## src/rtl/uart_sim_mmio.sv

```systemverilog
// rtl/uart_sim_mmio.sv - memory-mapped simulation UART: TX FIFO drained at a fixed character rate
// Optional console echo of each transmitted byte: define UART_SIM_CONSOLE_EN
module uart_sim_mmio #(
  parameter int FIFO_DEPTH  = 16,
  parameter int CHAR_CYCLES = 10,
  parameter int CNT_WIDTH   = 32
) (
  input  logic        clk,
  input  logic        resetn,
  input  logic        req,
  input  logic [31:0] addr,
  input  logic        we,
  input  logic [3:0]  be,
  input  logic [31:0] wdata,
  output logic [31:0] rdata,
  output logic        gnt,
  output logic        rvalid,
  output logic        err
);
  localparam int AW = $clog2(FIFO_DEPTH);
  localparam int BW = $clog2(CHAR_CYCLES + 1);

  localparam logic [5:0] OFF_TXDATA  = 6'd0;
  localparam logic [5:0] OFF_STATUS  = 6'd1;
  localparam logic [5:0] OFF_CTRL    = 6'd2;
  localparam logic [5:0] OFF_CHARCNT = 6'd3;

  logic [7:0]           mem [FIFO_DEPTH];
  logic [AW-1:0]        wr_ptr;
  logic [AW-1:0]        rd_ptr;
  logic [AW:0]          fifo_count;
  logic [BW-1:0]        busy_cnt;
  logic                 overflow;
  logic                 tx_enable;
  logic [CNT_WIDTH-1:0] char_count;

  logic [5:0]  off;
  logic        fifo_full;
  logic        fifo_empty;
  logic        tx_busy;
  logic        pop;
  logic        push_req;
  logic        push;
  logic        ctrl_wr;
  logic        known_off;
  logic [31:0] read_val;
  logic        unused_bits;

  assign gnt         = req;
  assign off         = addr[7:2];
  assign unused_bits = ^{addr[31:8], addr[1:0], be[3:1], wdata[31:8]};

  assign fifo_full  = (fifo_count == (AW+1)'(FIFO_DEPTH));
  assign fifo_empty = (fifo_count == '0);
  assign tx_busy    = (busy_cnt != '0);

  // A pop frees a slot in the same cycle, so a push to a full FIFO that is popping is accepted
  assign pop      = tx_enable && !fifo_empty && !tx_busy;
  assign push_req = req && we && (off == OFF_TXDATA) && be[0];
  assign push     = push_req && (!fifo_full || pop);
  assign ctrl_wr  = req && we && (off == OFF_CTRL);

  // Register read mux; values reflect state before this cycle's update
  always_comb begin
    read_val  = '0;
    known_off = 1'b1;
    case (off)
      OFF_TXDATA: read_val = '0;
      OFF_STATUS: begin
        read_val[0]    = fifo_full;
        read_val[1]    = fifo_empty;
        read_val[2]    = tx_busy;
        read_val[3]    = overflow;
        read_val[15:8] = 8'(fifo_count);
      end
      OFF_CTRL:    read_val[0] = tx_enable;
      OFF_CHARCNT: read_val = 32'(char_count);
      default:     known_off = 1'b0;
    endcase
  end

  // Bus response: one cycle after every request; rdata/err hold between responses
  always_ff @(posedge clk) begin
    if (!resetn) begin
      rvalid <= 1'b0;
      rdata  <= '0;
      err    <= 1'b0;
    end else begin
      rvalid <= req;
      if (req) begin
        rdata <= we ? 32'h0 : read_val;
        err   <= !known_off;
      end
    end
  end

  // FIFO storage; contents need no reset because the pointers define validity
  always_ff @(posedge clk) begin
    if (push) mem[wr_ptr] <= wdata[7:0];
  end

  // FIFO pointers and occupancy
  always_ff @(posedge clk) begin
    if (!resetn) begin
      wr_ptr     <= '0;
      rd_ptr     <= '0;
      fifo_count <= '0;
    end else begin
      if (push) wr_ptr <= wr_ptr + AW'(1);
      if (pop)  rd_ptr <= rd_ptr + AW'(1);
      case ({push, pop})
        2'b10:   fifo_count <= fifo_count + (AW+1)'(1);
        2'b01:   fifo_count <= fifo_count - (AW+1)'(1);
        default: fifo_count <= fifo_count;
      endcase
    end
  end

  // Transmitter: busy counter covers one character time after each pop
  always_ff @(posedge clk) begin
    if (!resetn) begin
      busy_cnt   <= '0;
      char_count <= '0;
    end else if (pop) begin
      busy_cnt   <= BW'(CHAR_CYCLES);
      char_count <= char_count + CNT_WIDTH'(1);
    end else if (tx_busy) begin
      busy_cnt   <= busy_cnt - BW'(1);
    end
  end

  // Control and sticky overflow; a same-cycle set beats the clear
  always_ff @(posedge clk) begin
    if (!resetn) begin
      tx_enable <= 1'b1;
      overflow  <= 1'b0;
    end else begin
      if (ctrl_wr) tx_enable <= wdata[0];
      if (push_req && !push)       overflow <= 1'b1;
      else if (ctrl_wr && wdata[1]) overflow <= 1'b0;
    end
  end

`ifdef UART_SIM_CONSOLE_EN
  // Echo each transmitted byte
  always_ff @(posedge clk) begin
    if (resetn && pop) begin
      $write("%c", mem[rd_ptr]);
    end
  end
`endif

endmodule

```

## config.mk

```make
export PLATFORM = sky130hd
export DESIGN_NAME = uart_sim_mmio
export DESIGN_NICKNAME = d
export VERILOG_FILES = /design/src/rtl/uart_sim_mmio.sv
export SDC_FILE = /design/constraint.sdc
export NUM_CORES = 1
export LEC_CHECK = 0
export ABC_AREA = 1
export ABC_CLOCK_PERIOD_IN_PS = 3300
export CORE_MARGIN = 10
export CORE_UTILIZATION = 30
export CTS_BUF_LIST = sky130_fd_sc_hd__clkbuf_4 sky130_fd_sc_hd__clkbuf_8
export DETAILED_ROUTE_END_ITERATION = 16
export GPL_TIMING_DRIVEN = 0
export SLEW_MARGIN = 20
export SYNTH_ARGS = -nofsm -noshare
export SYNTH_HDL_FRONTEND = slang
export SYNTH_SLANG_ARGS = --single-unit
```

## constraint.sdc

```tcl
create_clock -name clk -period 3.3 [get_ports clk]
set_clock_uncertainty 0.05 [all_clocks]
set_input_delay 0.66 -clock clk [delete_from_list [all_inputs] [get_ports clk]]
set_output_delay 0.66 -clock clk [all_outputs]
set_load 0.005 [all_outputs]
```

[After elaboration in Yosys (flattened, before gate mapping)]
Index checks and enable logic that the tools add are counted.
Storage, ports and cells
  logic and storage cells: 55
  bits of input ports: 72
  output and inout bits: 35
  register bits after elaboration: 77
Operators by class
  reductions and logical operators: 23
  eq/ne operators: 6
  $add $sub $neg: 4
  bitwise gates (word level): 1
  muxes and demuxes: 12
Operators by type and width (number)
  $add A32 B1 Y32 const B: 1
  $mux W32: 1
  $mux W16: 1
  $pmux W8 S2: 1
  $eq A6 B2 Y1 const B: 2
  $mux W4: 3
  $pmux W5 S2: 1
  $logic_and A1 B1 Y1: 9
  $eq A6 B1 Y1 const B: 1
  $logic_not A6 Y1: 1
  $pmux W3 S2: 1
  $reduce_bool A2 Y1: 3
  $add A5 B1 Y5 const B: 1
  $eq A5 B5 Y1 const B: 1
  $logic_not A1 Y1: 5
  $logic_not A5 Y1: 1
  $sub A5 B1 Y5 const B: 1
  $reduce_bool A4 Y1: 1
  $reduce_or A4 Y1: 1
  $sub A4 B1 Y4 const B: 1
  $mux W1: 3
  $pmux W1 S3: 1
  $eq A2 B1 Y1 const B: 1
  $eq A2 B2 Y1 const B: 1
  3 further kinds: 3

[Depth between registers and ports, before layout]
  word-level depth: 9
  mapped depth: 17
  mapped depth without buffers: 17

[Worst setup path before layout]
Ideal clock, no wire load.
  path kind: input to register
  start: input addr[5]
  end: register fifo_count[4]
  path buffers: 0
  library setup time: 0.115 ns
  data arrival time: 2.150 ns
  path slack: 0.985 ns
  stages: 13
  cells stage by stage: nor2_1 > nand2_1 > nor2_1 > nand3_1 > nand2_2 > inv_1 > ha_1 > a21oi_1 > nor2_1 > nor2_1 > nand2_1 > a21oi_1 > nor2_1
On the way
  longest elaborated chain between the ends: 6
  elaborated cells between the ends (all ways): 8
  those cells by class: eq/ne (2); mux (1); reduce/logical (5)
RTL lines
  start: declaration: line 11  | input logic [31:0] addr,
  $logic_not A6 Y1 *: line 59  | assign push_req = req && we && (off == OFF_TXDATA) && be[0];
  $logic_and A1 B1 Y1 * (2 in series): line 59
  $logic_and A1 B1 Y1 *: line 60  | assign push = push_req && (!fifo_full || pop);
  $eq A2 B1 Y1 or $eq A2 B2 Y1 (tied branches): line 111  | case ({push, pop})
  $pmux W5 S2 or $reduce_bool A2 Y1 (tied branches)
  end signal: assignment: line 112  | 2'b10: fifo_count <= fifo_count + (AW+1)'(1);
  end signal: assignment: line 113  | 2'b01: fifo_count <= fifo_count - (AW+1)'(1);
  end signal: assignment: line 114  | default: fifo_count <= fifo_count;
  end: declaration: line 31  | logic [AW:0] fifo_count;
Every way passes the cells marked *; elsewhere a longest branch is shown, timed or not.
A chain may end at the register's enable or synchronous reset.

[Worst setup path in the final report]
Ends and elaborated chain as after synthesis.

==> impl_metrics.ini <==
[grt]
grt_pass1_wl_mm = 18.3
grt_max_degree = 12
grt_use_total = 0.121
grt_antenna_before_repair = 0
gr-total-overflow = 0
grt_pass1_vias = 3687

[timing]
slew_viol_final = 0
slew_headroom = 0.584
setup_tns_ns = 0
setup_viol = 0
rsz0062_at_grt = no
fmax_mhz = 372
setup_ws_ns = 0.610
post-route-period-util = 0.815
hold_viol = 0
tightest_slew_ns = 0.624
period_minus_slack_ns = 2.69

[power_and_ir_drop]
power.switching_uw = 922
switching_share = 0.370
p_leak_nw = 1.88
p_per_area_nw_per_um2 = 501
report.power.total_mw = 2.49
p_seq_frac = 0.420
p_int_mw = 1.57
combPwrFrac = 0.317
pwr-share-clk = 0.263
max-vdd-ir-drop_uv = 183

[setup_path]
crit_chain = clkdlybuf4s50_1, nor2_1, nand2_1, nor2_1, nand3_1, nand2_2, inv_1, ha_1, a21oi_1, nor2_1, nor2_1, nand2_1, a21oi_1, nor2_1
cp_common_cell = nor2_1
reg2reg_from = busy_cnt[0]
critical_path_class = primary input to register
crit_required_ns = 3.50
slowest_delay_ns = 0.43
cp.arrival_ns = 2.89
critPathCaptureType = register
worst_path_max_delay_cell = clkdlybuf4s50_1
crit_fanout = 4
crit_path_start_kind = primary input
timing.rr.end = fifo_count[4]
reg2reg_depth = 15
reg2reg_slack_ns = 0.82

[place]
io_buffer_count = 46
place_congestion = 0.903
post_dp_cell_area_um2 = 4800
pre_cts_ws_ns = 0.257
dpl.hpwl_mm = 8.44

[clocking]
cts_sinks = 77
h-tree-depth = 3
cts_buffers = 9
postCtsResizedCells = 0
holdBufCountCts = 0
path_clk_slew_ns = 0.07
clockBufferDepth = 2
worst_skew_pair.late_latency_ns = 0.36
root_buffer = clkbuf_8
cts_tree = done
post_cts_buffers = 0

[layout]
final_common_cell = nand2_1
drive_gt1_frac = 0.100
fillers = 1424
fin_area_um2 = 4970
antennaDiodeCount = 0
nets = 735
most-common-layout-cells = nand2_1, nor2_1, dfxtp_1
multiInputGateArea_um2 = 2240
area_delta_synth_final_pct = 20.6
final_core_util = 0.372
regArea_um2 = 1540

[status]
status = completed

[floorplan]
fp.dieW_um = 137
die_area_um2 = 18800
die_y_um = 137
start_util = 0.309
io_pins = 107
core_um2 = 13300
placementRows = 42

[detailed_routing]
via_per_inst = 4.60
dr.pass1.iters = 4
drc_errors = 0
ant_nets = 0
drtIter0Drc = 322
vias = 3841
wl_mm = 10.9
wire_per_inst_um = 13.1

[min_path]
hold_class = register to register
hold_end = rdata[13]
min_from = rdata[13]
whs_path_depth = 2

[yosys]
ys_seq_area_frac = 0.374
postSynthCellCount = 599
avgSynthCellArea_um2 = 6.88
syn-num-nets = 678
ys_ff_latch = 77
netlist_area_um2 = 4120
ys_types = 37
yosysWarningCount = 0

[job]
max_cap_violations = 0
-- cells by family (layout without fill, tap and decap cells) --
family	Yosys count	after routing	share of synthesized area
adder cells (fa/ha/maj)	7	7	0.0231
flip-flops	77	77	0.374
AND/OR/NAND/NOR	352	352	0.401
XOR/XNOR	5	5	0.0106
AO/OA/AOI/OAI	84	84	0.111
buffers and inverters	74	134	0.0808
-- synthesized netlist by cell type, drive strengths merged --
cell | count | area [um^2]
a211oi | 2 | 15.0
a21oi | 56 | 280
a311oi | 1 | 8.76
a31oi | 4 | 25.0
buf | 10 | 92.6
clkbuf | 9 | 33.8
dfxtp | 77 | 1540
fa | 1 | 20.0
ha | 6 | 75.1
inv | 55 | 206
nand2 | 210 | 818
nand3 | 20 | 150
nand3b | 11 | 86.3
nand4 | 3 | 18.8
nor2 | 99 | 497
nor3 | 8 | 73.8
nor4 | 1 | 6.26
o211ai | 2 | 15.0
o21a | 3 | 22.5
o21ai | 14 | 70.1
o21bai | 1 | 11.3
o31ai | 1 | 7.51
xor2 | 5 | 43.8
-- metal layers --
layer  vias up  GRT usage  part of all wire
li1       2015          -                 -
met1      1738      0.150              0.46
met3         9     0.0317             0.057
met5         -          0                 0
met2        79      0.199              0.47
met4         0     0.0427             0.014
-- sequential cells by signal (all words and copies together), names as in the netlist --
name	cells
rvalid	1
fifo_count	5
err	1
rdata	32
overflow	1
busy_cnt	4
tx_enable	1
char_count	32
-- power groups by stage --
stage               Sequential [mW]  Combinational [mW]  Clock, mW
finish                         1.05               0.788      0.655
global route                   1.05               0.877      0.708
CTS                            1.05               0.799      0.667
detailed placement             1.07               0.792          0
global placement               1.06               0.753          0
floorplan                      1.05               0.622          0
-- per-stage QoR --
stage,hold slack [ns],cells
floorplan,0.386,599
global placement,0.396,821
detailed placement,0.403,821
CTS,0.418,835
global route,0.432,835
finish,0.414,835
-- worst max-delay path: cells and delay by family --
family / cells / cell delay, ns
and+or+nand+nor: 9 / 1.04
buffers and inverters: 2 / 0.54
adders and majority gates: 1 / 0.34
AOI/OAI and AO/OA: 2 / 0.31
-- worst max-delay path by stage --
stage             from  slack [ns]       endpoint  depth (start not counted)
3_5_place_dp   addr[5]        0.26  fifo_count[4]                         14
2_1_floorplan  addr[5]        0.99  fifo_count[4]                         13
5_1_grt        addr[2]        0.41  fifo_count[4]                         14
4_1_cts        addr[5]        0.62  fifo_count[4]                         14
6_report       addr[5]        0.61  fifo_count[4]                         14
3_3_place_gp   addr[2]        0.33  fifo_count[4]                         16
-- layout make-up --
class	count	share of cell area
buffer	19	0.0254
clock buffer	12	0.0320
clock inverter	2	0.00201
inverter	55	0.0416
multi-input combinational	448	0.452
sequential	77	0.310
tap	176	0.0443
timing repair buffer	46	0.0927
(Power assumes the default switching activity.)
